## config.mk

```make
export PLATFORM = sky130hd
export DESIGN_NAME = uart_cmd_rx
export DESIGN_NICKNAME = d
export VERILOG_FILES = /design/src/rtl/uart_cmd_rx_pkg.sv /design/src/rtl/uart_cmd_rx.sv
export SDC_FILE = /design/constraint.sdc
export NUM_CORES = 1
export LEC_CHECK = 0
export CORE_MARGIN = 2
export CORE_UTILIZATION = 25
export CTS_BUF_LIST = sky130_fd_sc_hd__clkbuf_4 sky130_fd_sc_hd__clkbuf_8 sky130_fd_sc_hd__clkbuf_16
export DETAILED_ROUTE_END_ITERATION = 10
export SLEW_MARGIN = 10
export SYNTH_ARGS = -nofsm -noshare
export SYNTH_HDL_FRONTEND = slang
export SYNTH_SLANG_ARGS = --single-unit
export TNS_END_PERCENT = 20
```

## constraint.sdc

```tcl
create_clock -name clk -period 2.2 [get_ports clk]
set_input_delay 0.55 -clock clk [delete_from_list [all_inputs] [get_ports clk]]
set_output_delay 0.55 -clock clk [all_outputs]
set_load 0.02 [all_outputs]
```

## src/rtl/uart_cmd_rx_pkg.sv

```systemverilog
// Shared constants for the UART command receiver: word geometry, ASCII codes,
// FSM state encodings and the byte classification helpers.
// Pure declarations; no timing or flow-control behaviour of its own.
package uart_cmd_rx_pkg;

  // Default data-path geometry: one 16-bit word, four hex digits.
  localparam int seq_dp_width = 16;
  localparam int uart_num_nib = 4;

  // ASCII codes used by the command grammar.
  localparam logic [7:0] ASC_W_UP  = 8'h57;  // 'W'
  localparam logic [7:0] ASC_W_LO  = 8'h77;  // 'w'
  localparam logic [7:0] ASC_COLON = 8'h3A;  // ':'
  localparam logic [7:0] ASC_CR    = 8'h0D;
  localparam logic [7:0] ASC_LF    = 8'h0A;
  localparam logic [7:0] ASC_0     = 8'h30;  // '0'
  localparam logic [7:0] ASC_3     = 8'h33;  // '3'

  // Parser state encodings.
  localparam logic [2:0] ST_IDLE  = 3'd0;
  localparam logic [2:0] ST_REG   = 3'd1;
  localparam logic [2:0] ST_COLON = 3'd2;
  localparam logic [2:0] ST_NIB   = 3'd3;
  localparam logic [2:0] ST_TERM  = 3'd4;
  localparam logic [2:0] ST_ERR   = 3'd5;

  // Result of decoding one ASCII hex digit.
  typedef struct packed {
    logic       vld;
    logic [3:0] nib;
  } hex_nib_t;

  // Map '0'-'9', 'A'-'F', 'a'-'f' to a nibble; vld is low for anything else.
  // Letters share their low nibble between cases ('A'=0x41, 'a'=0x61), so
  // adding 9 to the low nibble yields 10..15 for both.
  function automatic hex_nib_t hex_decode(input logic [7:0] c);
    hex_nib_t r;
    r.vld = 1'b1;
    r.nib = 4'h0;
    if (c >= 8'h30 && c <= 8'h39) begin
      r.nib = c[3:0];
    end else if ((c >= 8'h41 && c <= 8'h46) || (c >= 8'h61 && c <= 8'h66)) begin
      r.nib = c[3:0] + 4'd9;
    end else begin
      r.vld = 1'b0;
    end
    return r;
  endfunction

  // CR and LF both end a command line.
  function automatic logic is_term(input logic [7:0] c);
    return (c == ASC_CR) || (c == ASC_LF);
  endfunction

  // Register-index digit '0'..'3'.
  function automatic logic is_reg_digit(input logic [7:0] c);
    return (c >= ASC_0) && (c <= ASC_3);
  endfunction

  // 8-bit increment that sticks at all-ones.
  function automatic logic [7:0] sat_inc8(input logic [7:0] v);
    return (v == 8'hFF) ? v : v + 8'd1;
  endfunction

endpackage

```

## src/rtl/uart_cmd_rx.sv

```systemverilog
// ASCII write-command parser ("Wr:hhhh<CR|LF>") fed by a UART receiver byte stream.
// Write/error strobes are registered: they appear one cycle after the terminator byte.
// No backpressure: every i_rx_valid byte is consumed in its cycle. Optional echo: UART_CMD_ECHO_EN.
module uart_cmd_rx
  import uart_cmd_rx_pkg::*;
#(
  parameter int DP_WIDTH = seq_dp_width,
  parameter int NUM_NIB  = uart_num_nib
) (
  input  logic                clk,
  input  logic                rst,
  input  logic [7:0]          i_rx_data,
  input  logic                i_rx_valid,
  output logic                o_wr_stb,
  output logic [1:0]          o_wr_reg,
  output logic [DP_WIDTH-1:0] o_wr_data,
  output logic                o_err,
  output logic [7:0]          o_err_cnt,
  output logic [7:0]          o_echo_data,
  output logic                o_echo_stb
);

  localparam int                CNT_W    = $clog2(NUM_NIB + 1);
  localparam logic [CNT_W-1:0]  LAST_NIB = CNT_W'(NUM_NIB - 1);

  logic [2:0]          state;
  logic [2:0]          state_nxt;
  logic [1:0]          reg_idx;
  logic [DP_WIDTH-1:0] shift_q;
  logic [CNT_W-1:0]    nib_cnt;

  logic                fire_wr;
  logic                fire_err;
  logic                load_reg;
  logic                clr_data;
  logic                shift_en;

  hex_nib_t            hex;
  logic                term;
  logic                is_w;

  assign hex  = hex_decode(i_rx_data);
  assign term = is_term(i_rx_data);
  assign is_w = (i_rx_data == ASC_W_UP) || (i_rx_data == ASC_W_LO);

  // Next-state and action decode; nothing moves unless a byte is presented.
  always_comb begin
    state_nxt = state;
    fire_wr   = 1'b0;
    fire_err  = 1'b0;
    load_reg  = 1'b0;
    clr_data  = 1'b0;
    shift_en  = 1'b0;
    if (i_rx_valid) begin
      case (state)
        ST_IDLE: begin
          // Blank lines (stray CR/LF) are harmless and silently skipped.
          if (is_w) begin
            state_nxt = ST_REG;
          end else if (!term) begin
            state_nxt = ST_ERR;
          end
        end
        ST_REG: begin
          if (term) begin
            fire_err  = 1'b1;
            state_nxt = ST_IDLE;
          end else if (is_reg_digit(i_rx_data)) begin
            load_reg  = 1'b1;
            state_nxt = ST_COLON;
          end else begin
            state_nxt = ST_ERR;
          end
        end
        ST_COLON: begin
          if (term) begin
            fire_err  = 1'b1;
            state_nxt = ST_IDLE;
          end else if (i_rx_data == ASC_COLON) begin
            clr_data  = 1'b1;
            state_nxt = ST_NIB;
          end else begin
            state_nxt = ST_ERR;
          end
        end
        ST_NIB: begin
          if (term) begin
            fire_err  = 1'b1;
            state_nxt = ST_IDLE;
          end else if (hex.vld) begin
            shift_en = 1'b1;
            if (nib_cnt == LAST_NIB) begin
              state_nxt = ST_TERM;
            end
          end else begin
            state_nxt = ST_ERR;
          end
        end
        ST_TERM: begin
          // Only a terminator is legal here; a surplus digit spoils the line.
          if (term) begin
            fire_wr   = 1'b1;
            state_nxt = ST_IDLE;
          end else begin
            state_nxt = ST_ERR;
          end
        end
        ST_ERR: begin
          // Swallow the rest of a bad line, report it once at its end.
          if (term) begin
            fire_err  = 1'b1;
            state_nxt = ST_IDLE;
          end
        end
        default: begin
          state_nxt = ST_IDLE;
        end
      endcase
    end
  end

  // Parser state, captured register index and the hex shift register.
  always_ff @(posedge clk) begin
    if (rst) begin
      state   <= ST_IDLE;
      reg_idx <= 2'd0;
      shift_q <= '0;
      nib_cnt <= '0;
    end else begin
      state <= state_nxt;
      if (load_reg) begin
        reg_idx <= i_rx_data[1:0];
      end
      if (clr_data) begin
        shift_q <= '0;
        nib_cnt <= '0;
      end else if (shift_en) begin
        shift_q <= {shift_q[DP_WIDTH-5:0], hex.nib};
        nib_cnt <= nib_cnt + 1'b1;
      end
    end
  end

  // Registered command outputs; reg/data are only refreshed by a good command.
  always_ff @(posedge clk) begin
    if (rst) begin
      o_wr_stb  <= 1'b0;
      o_err     <= 1'b0;
      o_wr_reg  <= 2'd0;
      o_wr_data <= '0;
      o_err_cnt <= 8'd0;
    end else begin
      o_wr_stb <= fire_wr;
      o_err    <= fire_err;
      if (fire_wr) begin
        o_wr_reg  <= reg_idx;
        o_wr_data <= shift_q;
      end
      if (fire_err) begin
        o_err_cnt <= sat_inc8(o_err_cnt);
      end
    end
  end

`ifdef UART_CMD_ECHO_EN
  // Loop every received byte back to the transmit side one cycle later.
  always_ff @(posedge clk) begin
    if (rst) begin
      o_echo_stb  <= 1'b0;
      o_echo_data <= 8'd0;
    end else begin
      o_echo_stb <= i_rx_valid;
      if (i_rx_valid) begin
        o_echo_data <= i_rx_data;
      end
    end
  end
`else
  // Echo path not built: keep the ports, tie them off.
  assign o_echo_stb  = 1'b0;
  assign o_echo_data = 8'd0;
`endif

endmodule

```

== After elaboration in Yosys (flattened, before gate mapping) ==
Index checks and enable logic that the tools add are counted.

* Word-level logic and storage cells: 80
* Memory bits (writable): 0
* ROM bits: 0
* Flip-flop bits (word level): 52
* Memories: 0
* Latch bits: 0
* Output and inout bits: 37

* Multipliers: 0
* Magnitude comparators: 7
* Bitwise logic cells: 1
* Muxes and demuxes: 33
* Eq/ne operators: 15
* Add/sub/neg operators: 3
* Shift operators: 0
* Reductions and logical operators: 12
* Divide/modulo/power cells: 0

{| class="wikitable"
|+ Operators with widths
! kind !! number
|-
| $mux 3 || 11
|-
| $mux 1 || 19
|-
| $pmux 3 s6 || 1
|-
| $eq 8x4->1 const B || 2
|-
| $eq 8x7->1 const B || 2
|-
| $ge 8x7->1 const B || 2
|-
| $le 8x6->1 const B || 2
|-
| $le 8x7->1 const B || 2
|-
| $eq 3x2->1 const B || 3
|-
| $add 8x1->8 const B || 1
|-
| $eq 8x6->1 const B || 1
|-
| $eq 8x8->1 const B || 1
|-
| $ge 8x6->1 const B || 1
|-
| $mux 4 || 2
|-
| $eq 3x3->1 const B || 2
|-
| $add 4x4->4 const B || 1
|-
| $logic_and 1x1->1 || 4
|-
| $ne 4x4->1 const B || 1
|-
| $reduce_and 4->1 || 1
|-
| $reduce_or 4->1 || 1
|-
| $add 3x1->3 const B || 1
|-
| $eq 3x1->1 const B || 1
|-
| $logic_not 3->1 || 1
|-
| $logic_or 1x1->1 || 3
|-
| other kinds (5) || 5
|}

== Depth between registers and ports, before layout ==
* Depth after elaboration: 9
* Mapped depth: 10

== Worst setup path before layout ==
No wires, ideal clock.

* Kind: input port to flip-flop
* Start: input port i_rx_data[0]
* End: register o_wr_data[10]
* Arrival time: 2.095 ns
* Slack: -0.022 ns
* Stages: 9
* Required time: 2.072 ns
* Cells stage by stage: inv_1 ha_1 mux2_1 nand3_1 or4_1 buf_2 buf_2 mux2i_1 nor2_1

* Cells in the longest elaborated chain, start to end: 5
* Elaborated cells on any way between the ends: 6
* Those cells by class: eq/ne (2); mux (3); reduce/logical (1)

{| class="wikitable"
|+ Ends and longest elaborated chain
! what !! RTL line !! RTL
|-
| start: declaration || uart_cmd_rx.sv:12 || <nowiki>input logic [7:0] i_rx_data,</nowiki>
|-
| $eq 8x4->1 || uart_cmd_rx_pkg.sv:52 || <nowiki>return (c == ASC_CR) || (c == ASC_LF);</nowiki>
|-
| $logic_or 1x1->1 (*) || uart_cmd_rx_pkg.sv:52 ||
|-
| $mux 1 (*) || uart_cmd_rx.sv:101 || <nowiki>if (term) begin</nowiki>
|-
| $mux 1 (*) || uart_cmd_rx.sv:55 || <nowiki>case (state)</nowiki>
|-
| $mux 1 (*) || uart_cmd_rx.sv:54 || <nowiki>if (i_rx_valid) begin</nowiki>
|-
| end signal: assignment || uart_cmd_rx.sv:157 || <nowiki>o_wr_data <= shift_q;</nowiki>
|-
| end: declaration || uart_cmd_rx.sv:16 || <nowiki>output logic [DP_WIDTH-1:0] o_wr_data,</nowiki>
|}

Mark *: on every way between the ends. The rest lies on a longest branch, timed or not.
A chain may end at the register's enable or synchronous reset.

== Worst setup path in the final report ==
* Start: input port i_rx_data[3]
* End: register state[1]

* Cells in the longest elaborated chain, start to end: 8
* Elaborated cells on any way between the ends: 33
* Those cells by class: order compare (7); eq/ne (8); mux (10); reduce/logical (8)

{| class="wikitable"
|+ Ends and longest elaborated chain
! what !! RTL line !! RTL
|-
| $ge 8x7->1 / $le 8x7->1 (equally long branches) || uart_cmd_rx_pkg.sv:42 || <nowiki>end else if ((c >= 8'h41 && c <= 8'h46) || (c >= 8'h61 && c <= 8'h66)) begin</nowiki>
|-
| $logic_and 1x1->1 || uart_cmd_rx_pkg.sv:42 ||
|-
| $logic_or 1x1->1 || uart_cmd_rx_pkg.sv:42 ||
|-
| $mux 1 || uart_cmd_rx_pkg.sv:42 ||
|-
| $mux 1 || uart_cmd_rx_pkg.sv:40 || <nowiki>if (c >= 8'h30 && c <= 8'h39) begin</nowiki>
|-
| $mux 3 || uart_cmd_rx.sv:90 || <nowiki>end else if (hex.vld) begin</nowiki>
|-
| $mux 3 || uart_cmd_rx.sv:87 || <nowiki>if (term) begin</nowiki>
|-
| $pmux 3 s6 || uart_cmd_rx.sv:55 ||
|-
| end signal: assignment || uart_cmd_rx.sv:130 || <nowiki>state <= state_nxt;</nowiki>
|-
| end: declaration || uart_cmd_rx.sv:26 || <nowiki>logic [2:0] state;</nowiki>
|}

Several ways; a longest one is shown, not always the timed one.

==> out/metrics.yaml <==
outcome: "complete, no violations"
drive_above_1_share_pct: 22.46
antenna_found_initial: 0
post_synth_mux_area_share_pct: 16.24
finalNonFillerCells: 458
worst_skew_pair.late_latency_ns: 0.30
path_class_of_the_lowest_slack_min_delay_path: "register to register"
slew-limit-headroom_pct: 66.95
synth_compound_area_share_pct: 7.354
route.antenna.remaining_nets: 0
dieWidth_um: 103.0
ys_seq_elements: 52
route.vias.total: 2006
crit_path_max_fanout: 4
die_height_um: 103.0
mean_routed_wirelength_per_cell_um: 11.49
cts.reportedPaths.clkPinSlew_ns: 0.09
slew_viol_final: 0
routed_wl_um: 5264
maxClockFrequency_mhz: 475.5
clock_tree.htree_level_count: 2
largest_stage_delay_on_the_critical_path_ns: 0.49
timing.clock.skew_ns: 0.007792
irDropWorstVdd_uv: 220.0
synth.cell_area_um2: 2450
yosys_warnings: 0
fraction_of_synthesis_flops_using_an_asynchronous_set_or_reset_pin_pct: 0
leak_pwr_nw: 1.540
area_delta_synth_final_pct: 38.36
yosys.area_share.simple_pct: 19.51
hold-worst-slack_ns: 0.4974
critical_path.reg2reg.startpoint: "state[0]$_SDFFE_PP0P_"
syn-mean-instance-area_um2: 9.386
timing.critical_path.slowest_stage_cell: "sky130_fd_sc_hd__or4_4"
nNetsFinal: 342
endpoint_kind: "register"
synth_xor_xnor_area_share_pct: 3.575
drtIter0Drc: 117
critical_path_class: "input pin to register"
grt_first_pass_wirelength_um: 8625
detailedPlacementHpwl_um: 3892
final-setup-viol-count: 0
fin_crit_ns: 2.103
timing.hold.worst_path_depth: 2
cp.arrival_ns: 2.35
globalRouteOverflowTotal: 0
synth_fa_ha_area_share_pct: 3.575
floorplan.io_pins: 48
crit_path_cell_trace: "dlygate4sd2_1 -> nor4b_4 -> a2111oi_4 -> buf_4 -> o2111a_1 -> or4_4 -> a21oi_2"
synth_cells: 261
regToRegEndpoint: "o_err_cnt[5]$_SDFFE_PP0P_"
first_global_vias: 1838
cp-startpoint: "i_rx_data[3]"
netlist-cell-type-count: 47
cts.sinks: 52
final.fill_count: 1028
post_synth_most_frequent_cells: "52 x sky130_fd_sc_hd__dfxtp_1, 52 x sky130_fd_sc_hd__nor2_1, 36 x sky130_fd_sc_hd__mux2i_1"
grtUsageTotal_pct: 10.17
clock_tree_from_tritoncts: "done"
pwr_density_cell_nw_per_um2: 526.2
largest_net_degree_at_the_start_of_global_routing: 22
drt_first_pass_iters: 4
setup.reg_to_reg.worst_slack_ns: 0.24
synth_top_flop_cell: "sky130_fd_sc_hd__dfxtp_1"
seq_area_frac_synth_pct: 42.49
netlist_top_cells_area: "sky130_fd_sc_hd__dfxtp_1 42%, sky130_fd_sc_hd__mux2i_1 15%, sky130_fd_sc_hd__nor2_1 8.0%, sky130_fd_sc_hd__ha_1 3.6%, sky130_fd_sc_hd__buf_4 2.8%"
fp-row-count: 36
final_area_um2: 3390
rr_worst_depth: 7
drt-vias-per-instance: 4.380
drcViolationCount: 0
dp_cells: 446
gp_congestion: 0.8155
hold_violations: 0
rsz0062_at_grt: "false"
launching_element_type_of_the_critical_path: "input pin"
dominant_combinational_cell_family_by_area_after_synthesis: "simple AND/OR/NAND/NOR gates"
post-synth-top-area-fraction_pct: 42.49
portBuffers: 38
synth_top_area_cell: "sky130_fd_sc_hd__dfxtp_1"
worst_setup_path_endpoint: "state[1]$_SDFFE_PP0P_"
cts.path.max_buffers: 2
tritoncts.num_buffers: 5
dpl-instance-area_um2: 3137
antenna_cells: 0
die_area_um2: 10610
initial_utilization_pct: 25.42
reg_top3: "o_wr_data x16, shift_q x16, o_err_cnt x8"
drv.max_cap_violation_count: 0
cp_data_required_time_ns: 2.44
synth-edff-count: 0
clock-root-buffer: "sky130_fd_sc_hd__clkbuf_8"
floorplan.core_area_um2: 9639
tightestPinTransition_ns: 0.4924
post-route-period-util_pct: 95.59
-- cells in the final DEF, fill, tap and decap left out, types with 3 or more instances in the layout --
| master | count |
|---|---|
| sky130_fd_sc_hd__a21oi_1 | 5 |
| sky130_fd_sc_hd__and3_1 | 3 |
| sky130_fd_sc_hd__buf_4 | 32 |
| sky130_fd_sc_hd__clkbuf_8 | 5 |
| sky130_fd_sc_hd__clkdlybuf4s50_1 | 30 |
| sky130_fd_sc_hd__conb_1 | 9 |
| sky130_fd_sc_hd__dfxtp_1 | 52 |
| sky130_fd_sc_hd__dlygate4sd2_1 | 3 |
| sky130_fd_sc_hd__ha_1 | 4 |
| sky130_fd_sc_hd__ha_2 | 3 |
| sky130_fd_sc_hd__inv_1 | 4 |
| sky130_fd_sc_hd__inv_2 | 3 |
| sky130_fd_sc_hd__mux2i_1 | 35 |
| sky130_fd_sc_hd__nand2_1 | 5 |
| sky130_fd_sc_hd__nand3_1 | 5 |
| sky130_fd_sc_hd__nand4_1 | 5 |
| sky130_fd_sc_hd__nor2_1 | 52 |
| sky130_fd_sc_hd__nor2b_1 | 3 |
| sky130_fd_sc_hd__nor3_1 | 7 |
| sky130_fd_sc_hd__xnor2_1 | 3 |
| sky130_fd_sc_hd__xor2_1 | 7 |
-- power breakdown --
part	leakage [nW]	internal [W]	switching, W
logic	1.06	0.0000700	0.0000946
clock network	0.0600	0.000345	0.000320
registers	0.419	0.000944	0.00000925
-- cell type report --
class                   instances  area (µm²)  share of cell area, %
clock buffers                   5       68.82                  2.030
inverters                       7       26.28                 0.7752
well taps                     133       166.4                  4.910
repair buffers                 73       658.1                  19.42
flip-flops and latches         52        1041                  30.71
clock inverters                 3       46.29                  1.366
multi-input cells             185        1383                  40.79
-- worst max-delay path: cells and delay by family --
kind | cells | cell delay, ns
and+or+nand+nor | 2 | 0.85
buffers and inverters | 2 | 0.50
AOI/OAI and AO/OA | 3 | 0.44
-- through the flow --
stage          util, %  power, W  TNS (ns)  setup slack (ns)
3_5_place_dp     32.54  0.001125    -27.84           -0.6549
5_1_grt          35.16  0.001864         0           0.04789
2_1_floorplan        -  0.001070  -0.01121          -0.01121
6_report         35.16  0.001783         0           0.09695
4_1_cts          34.58  0.001795  -0.04036          -0.04036
3_3_place_gp     32.54  0.001124    -26.34           -0.6082
-- routing by layer --
layer | routed length (µm) | GRT usage, % | vias up | part of all wire (%)
met4 | 81 | 3.745 | 0 | 1.5
met5 | 0 | 0 | - | 0
met2 | 2582 | 16.98 | 49 | 49
met1 | 2458 | 13.24 | 936 | 47
met3 | 142 | 1.627 | 12 | 2.7
li1 | - | - | 1009 | -
-- logic make-up after synthesis --
logic type,count (synthesis)
compound gates,23
xor+xnor,10
fa+ha+maj,7
buf+inv,32
flops,52
mux,39
other cells,1
simple gates,97
-- repair_timing --
item                       4_1_cts  5_1_grt
hold buffers                     0        0
setup endpoints to repair       49       38
gates resized for setup         23       19
pin swaps                        5        1
buffers inserted                 3        1
-- worst min path at each step --
stage,to,slack [ns],startpoint
floorplan,reg_idx[1]$_SDFFE_PP0P_,0.45,reg_idx[1]$_SDFFE_PP0P_
global placement,reg_idx[0]$_SDFFE_PP0P_,0.47,reg_idx[0]$_SDFFE_PP0P_
detailed placement,o_wr_data[15]$_SDFFE_PP0P_,0.48,shift_q[15]$_SDFFE_PP0P_
CTS,o_wr_data[15]$_SDFFE_PP0P_,0.50,shift_q[15]$_SDFFE_PP0P_
global route,shift_q[15]$_SDFFE_PP0P_,0.52,shift_q[15]$_SDFFE_PP0P_
finish,o_wr_data[15]$_SDFFE_PP0P_,0.50,shift_q[15]$_SDFFE_PP0P_
No activity file was read; power rests on OpenSTA's default activity.
